**config.mk**
```make
export PLATFORM = sky130hd
export DESIGN_NAME = memory_bus_bridge
export DESIGN_NICKNAME = d
export VERILOG_FILES = /design/src/rtl/memory_bus_bridge.sv
export SDC_FILE = /design/constraint.sdc
export NUM_CORES = 1
export LEC_CHECK = 0
export ABC_AREA = 0
export CAP_MARGIN = 20
export CORE_ASPECT_RATIO = 0.6
export CORE_MARGIN = 2
export CORE_UTILIZATION = 40
export CTS_BUF_LIST = sky130_fd_sc_hd__clkbuf_8
export DETAILED_ROUTE_END_ITERATION = 16
export PLACE_DENSITY = 0.79
export SLEW_MARGIN = 20
export SYNTH_ARGS = -nofsm -noshare
export SYNTH_HDL_FRONTEND = slang
export SYNTH_SLANG_ARGS = --single-unit
```
**constraint.sdc**
```tcl
create_clock -name clk -period 1.7 [get_ports clk]
set_clock_uncertainty 0.05 [all_clocks]
set_input_delay 0.34 -clock clk [delete_from_list [all_inputs] [get_ports clk]]
set_output_delay 0.34 -clock clk [all_outputs]
set_load 0.1 [all_outputs]
```
**src/rtl/memory_bus_bridge.sv**
```systemverilog
// Bridges the controller's single-access memory handshake onto a request/grant/response bus.
// One access in flight at a time; hung or erroring bus accesses complete with memory_fault.
module memory_bus_bridge #(
    parameter int TIMEOUT_CYCLES = 64,
    parameter int COUNTER_WIDTH  = 8
) (
    input  logic        clk,
    input  logic        reset,

    input  logic        memory_enable,
    input  logic        memory_command,
    input  logic [31:0] memory_address,
    input  logic [31:0] memory_write_data,
    input  logic [3:0]  memory_byte_enable,
    output logic        memory_ready,
    output logic        memory_valid,
    output logic [31:0] memory_read_data,
    output logic        memory_fault,

    output logic        bus_request,
    output logic        bus_write,
    output logic [31:0] bus_address,
    output logic [31:0] bus_write_data,
    output logic [3:0]  bus_byte_enable,
    input  logic        bus_grant,
    input  logic        bus_response_valid,
    input  logic [31:0] bus_read_data,
    input  logic        bus_error
);

    typedef enum logic [1:0] {
        IDLE,
        REQUEST,
        WAIT_RESPONSE,
        RESPOND
    } state_t;

    localparam logic [COUNTER_WIDTH+1:0] TIMEOUT_LIMIT = (COUNTER_WIDTH+2)'(TIMEOUT_CYCLES);

    state_t                   state_reg;
    logic [COUNTER_WIDTH-1:0] timeout_count_reg;

    logic                     memory_valid_reg;
    logic [31:0]              memory_read_data_reg;
    logic                     memory_fault_reg;

    logic                     bus_request_reg;
    logic                     bus_write_reg;
    logic [31:0]              bus_address_reg;
    logic [31:0]              bus_write_data_reg;
    logic [3:0]               bus_byte_enable_reg;

    logic [3:0]               byte_enable_next;
    logic [COUNTER_WIDTH+1:0] valid_cycle_if_abort;
    logic                     timeout_hit;

    // Reads always present a full-word lane mask on the bus.
    generate
        for (genvar gi = 0; gi < 4; gi++) begin : g_lane
            assign byte_enable_next[gi] = memory_command ? memory_byte_enable[gi] : 1'b1;
        end
    endgenerate

    // The counter holds (cycles since acceptance - 1); giving up now raises memory_valid
    // two counts later, which must land exactly TIMEOUT_CYCLES after acceptance.
    always_comb begin
        valid_cycle_if_abort = {2'b00, timeout_count_reg} + (COUNTER_WIDTH+2)'(2);
        timeout_hit          = (TIMEOUT_CYCLES != 0) && (valid_cycle_if_abort == TIMEOUT_LIMIT);
    end

    always_ff @(posedge clk or negedge reset) begin
        if (!reset) begin
            state_reg            <= IDLE;
            timeout_count_reg    <= '0;
            memory_valid_reg     <= 1'b0;
            memory_read_data_reg <= 32'h0;
            memory_fault_reg     <= 1'b0;
            bus_request_reg      <= 1'b0;
            bus_write_reg        <= 1'b0;
            bus_address_reg      <= 32'h0;
            bus_write_data_reg   <= 32'h0;
            bus_byte_enable_reg  <= 4'h0;
        end else begin
            memory_valid_reg <= 1'b0;
            case (state_reg)
                IDLE: begin
                    if (memory_enable) begin
                        bus_write_reg       <= memory_command;
                        bus_address_reg     <= memory_address;
                        bus_write_data_reg  <= memory_write_data;
                        bus_byte_enable_reg <= byte_enable_next;
                        bus_request_reg     <= 1'b1;
                        timeout_count_reg   <= '0;
                        state_reg           <= REQUEST;
                    end
                end

                REQUEST: begin
                    timeout_count_reg <= timeout_count_reg + 1'b1;
                    if (bus_grant && bus_response_valid) begin
                        bus_request_reg      <= 1'b0;
                        memory_valid_reg     <= 1'b1;
                        memory_read_data_reg <= bus_write_reg ? 32'h0 : bus_read_data;
                        memory_fault_reg     <= bus_error;
                        state_reg            <= RESPOND;
                    end else if (timeout_hit) begin
                        bus_request_reg      <= 1'b0;
                        memory_valid_reg     <= 1'b1;
                        memory_read_data_reg <= 32'h0;
                        memory_fault_reg     <= 1'b1;
                        state_reg            <= RESPOND;
                    end else if (bus_grant) begin
                        bus_request_reg <= 1'b0;
                        state_reg       <= WAIT_RESPONSE;
                    end
                end

                WAIT_RESPONSE: begin
                    timeout_count_reg <= timeout_count_reg + 1'b1;
                    if (bus_response_valid) begin
                        memory_valid_reg     <= 1'b1;
                        memory_read_data_reg <= bus_write_reg ? 32'h0 : bus_read_data;
                        memory_fault_reg     <= bus_error;
                        state_reg            <= RESPOND;
                    end else if (timeout_hit) begin
                        memory_valid_reg     <= 1'b1;
                        memory_read_data_reg <= 32'h0;
                        memory_fault_reg     <= 1'b1;
                        state_reg            <= RESPOND;
                    end
                end

                RESPOND: begin
                    state_reg <= IDLE;
                end

                default: begin
                    state_reg <= IDLE;
                end
            endcase
        end
    end

    assign memory_ready     = (state_reg == IDLE);
    assign memory_valid     = memory_valid_reg;
    assign memory_read_data = memory_read_data_reg;
    assign memory_fault     = memory_fault_reg;

    assign bus_request      = bus_request_reg;
    assign bus_write        = bus_write_reg;
    assign bus_address      = bus_address_reg;
    assign bus_write_data   = bus_write_data_reg;
    assign bus_byte_enable  = bus_byte_enable_reg;

endmodule
```
==> metrics.md <==
| Metric | Value |
|---|---|
| Status | `complete, but fails checks` |
| HPWL Detailed | `11,900 µm` |
| Post-layout min period | `1.74 ns` |
| M3 GR Usage | `0.105` |
| Vias in the first global route | `4,800` |
| Mux contribution to synthesized area | `0.147` |
| Yosys top cell by area | `dfrtp_1` |
| EDFF count, synth | `0` |
| Synth Warn # | `0` |
| Mapped Area | `0.00512 mm²` |
| First-pass GRT wire length | `26,000 µm` |
| Met1 usage | `0.301` |
| Crit path from | `timeout_count_reg[2]$_DFFE_PN0P_` |
| WL/cell | `19.9 µm` |
| Min setup slack post-route | `-0.0374 ns` |
| Worst-Margin Slew | `0.364 ns` |
| H-Tree Level Count | `4` |
| Die span in x | `150 µm` |
| CP Max Fanout | `5` |
| Synth area leaders | `dfrtp_1 (56%), mux2_2 (14%), a21oi_1 (4.4%), nor2b_1 (4.4%), o21ai_0 (4.3%)` |
| # setup viols final | `3` |
| Hold crit path type | `in2async` |
| Critical path required time | `1.96 ns` |
| Initial Util | `0.417` |
| Complex-gate fraction of the synthesized area | `0.118` |
| Share of the synthesized area in the top cell type | `0.557` |
| Max-slew violations | `0` |
| Gpl congestion | `0.797` |
| Synth-to-Final Area Change | `85.5%` |
| Headroom to the max-slew limit | `0.757` |
| # clock sinks | `114` |
| Final worst path period share | `1.02` |
| Synth Area in XOR/XNOR | `0.00684` |
| Synth Area in Simple Gates | `0.130` |
| Adder-cell share of the synthesized area | `0.0146` |
| Post-Synthesis Cells | `447` |
| Max Cap Violations | `0` |
| Remaining DRCs | `0` |
| Worst-Skew Late Latency | `0.43 ns` |
| Chip Height | `91.7 µm` |
| CP arrival | `1.99 ns` |
| Core area | `0.0123 mm²` |
| Largest family of logic cells by synthesized area | `multiplexers` |
| Multi-input logic area | `0.00237 mm²` |
| Global router's overall resource usage | `0.248` |
| Initial antenna violation count | `0` |
| Vias/cell | `5.22` |
| # fillers | `728` |
| Sequential area share after synthesis | `0.557` |
| Row count | `31` |
| DP Worst Slack | `-0.188 ns` |
| Clock slew at reported path FFs | `0.08 ns` |
| RSZ-0062 raised after global routing | `yes` |
| Number of top-level pins | `212` |
| Final Hold Violating Endpoints | `0` |
| Critical path class | `reg2reg` |
| Clock Tree Buf Depth | `2` |
| Main synth FF type | `dfrtp_1` |
| WL final | `17,300 µm` |
| Routed Antenna Nets | `0` |
| CP Launch Type | `flip-flop` |
| Post-Syn Nets | `560` |
| R2R Path Start | `timeout_count_reg[2]$_DFFE_PN0P_` |
| Gr ovfl total | `0` |
| Post-synth cell types | `43` |
| DR iter-0 viols | `212` |
| Synthesized flop and latch total | `114` |
| Inserted Diodes | `0` |
| CTS tree | `yes` |
| Clk root buf | `clkbuf_8` |
| Largest net degree at the start of global routing | `64` |
| Maximum clock rate | `576 MHz` |
| Total CTS buffers | `17` |
| Ys async rst share | `1.00` |
| Final nets | `804` |
| Initial DRT Pass Iterations | `4` |
| Sequential Area | `0.00285 mm²` |
| DR vias | `4,534` |
| Busiest layer in global routing | `met2` |
| Failing checks | `negative setup slack` |
| Die area | `0.0138 mm²` |
| Critical path endpoint category | `flip-flop` |
| Mean post-synth cell area | `11.5 µm²` |
| Input/output buffers | `211` |
| Layout cell share with drive strength beyond 1 | `0.405` |
| Routing usage on met2 | `0.392` |
## worst paths after layout
| kind | slack [ns] | end | depth (start not counted) |
|---|---|---|---|
| setup / recovery | -0.04 | state_reg[0]$_DFFE_PN0P_ | 5 |
| max in group asynchronous | 0.87 | bus_write_data[16]$_DFFE_PN0P_ | 3 |
| hold / removal | 0.40 | memory_read_data[14]$_DFFE_PN0N_ | 3 |
| hold reg to reg | 0.50 | bus_byte_enable[1]$_DFFE_PN0P_ | 2 |
| min in group clk | 0.46 | memory_read_data[26]$_DFFE_PN0N_ | 3 |
| setup reg to reg | -0.04 | state_reg[0]$_DFFE_PN0P_ | 5 |
## layer usage
layer,wire (µm),share of wire
met3,1830,0.11
met5,0,0
met2,8330,0.48
met1,6620,0.38
met4,507,0.029
## critical path, stage by stage, from the launching register on
cell       delay [ns]
dfrtp_1          0.41
buf_4            0.18
nand4_1          0.22
o2bb2ai_2        0.33
a21oi_1          0.12
o311a_1          0.31
## cells in the mapped netlist, drive strengths merged, types with 2 or more instances
master and n:
dfrtp 114, nand2b 15, ha 6, a22o 2, o21ai 50, a21oi 45, mux2 65, nor2 10
and2 3, xnor2 4, nor3b 4, o21a 2, o211ai 2, nor2b 36, nand2 35, clkbuf 11
inv 7, nor4 2, mux2i 2, buf 13, nand3 3
## stage by stage
stage | utilization | instances | setup TNS [ns] | cell area (µm²) | hold WS [ns]
2_1_floorplan | - | 447 | -1.22 | 5170 | -0.00559
3_3_place_gp | 0.706 | 822 | -6.41 | 8680 | 0.323
3_5_place_dp | 0.706 | 822 | -9.64 | 8680 | 0.326
4_1_cts | 0.745 | 859 | -0.0129 | 9160 | 0.395
5_1_grt | 0.773 | 869 | -1.39 | 9510 | 0.409
6_report | 0.773 | 869 | -0.0897 | 9510 | 0.404
## final cells by class
class,instances,area share
sequential,114,0.300
timing repair buffer,249,0.382
tap,165,0.0217
inverter,7,0.00276
clock inverter,13,0.0168
multi-input combinational,302,0.249
clock buffer,19,0.0275
## timing repair
item	4_1_cts	5_1_grt
hold buffers	1	0
endpoints found under the setup margin	35	41
resized for setup	8	58
gates cloned	0	5
hold endpoints to repair	114	0
setup buffers	4	5
pin swaps	3	23
## cell usage in the layout, fill, tap and decap left out, drive strengths merged, types with 2 or more instances in the layout
| cell type | Yosys | routed |
|---|---|---|
| and2 | 3 | 3 |
| a22o | 2 | 2 |
| nor3b | 4 | 4 |
| a21oi | 45 | 45 |
| o211ai | 2 | 2 |
| xnor2 | 4 | 4 |
| ha | 6 | 6 |
| clkinv | 0 | 4 |
| mux2 | 65 | 65 |
| clkdlybuf4s50 | 0 | 105 |
| o21ai | 50 | 50 |
| nand2b | 15 | 15 |
| buf | 13 | 140 |
| clkbuf | 11 | 22 |
| mux2i | 2 | 2 |
| nor2 | 10 | 10 |
| dfrtp | 114 | 114 |
| o21a | 2 | 2 |
| nor4 | 2 | 2 |
| inv | 7 | 9 |
| clkinvlp | 0 | 4 |
| nor2b | 36 | 36 |
| nand2 | 35 | 35 |
| bufinv | 0 | 3 |
| nand3 | 3 | 3 |
## logic make-up after synthesis
family	count (synthesis)
compound gates	111
xor+xnor	4
fa+ha+maj	6
buf+inv	31
flops	114
mux	67
simple gates	114
Power is left out: the tool's default activity adds up to more than one toggle a clock period on the data nets, which glitch-free logic cannot reach.
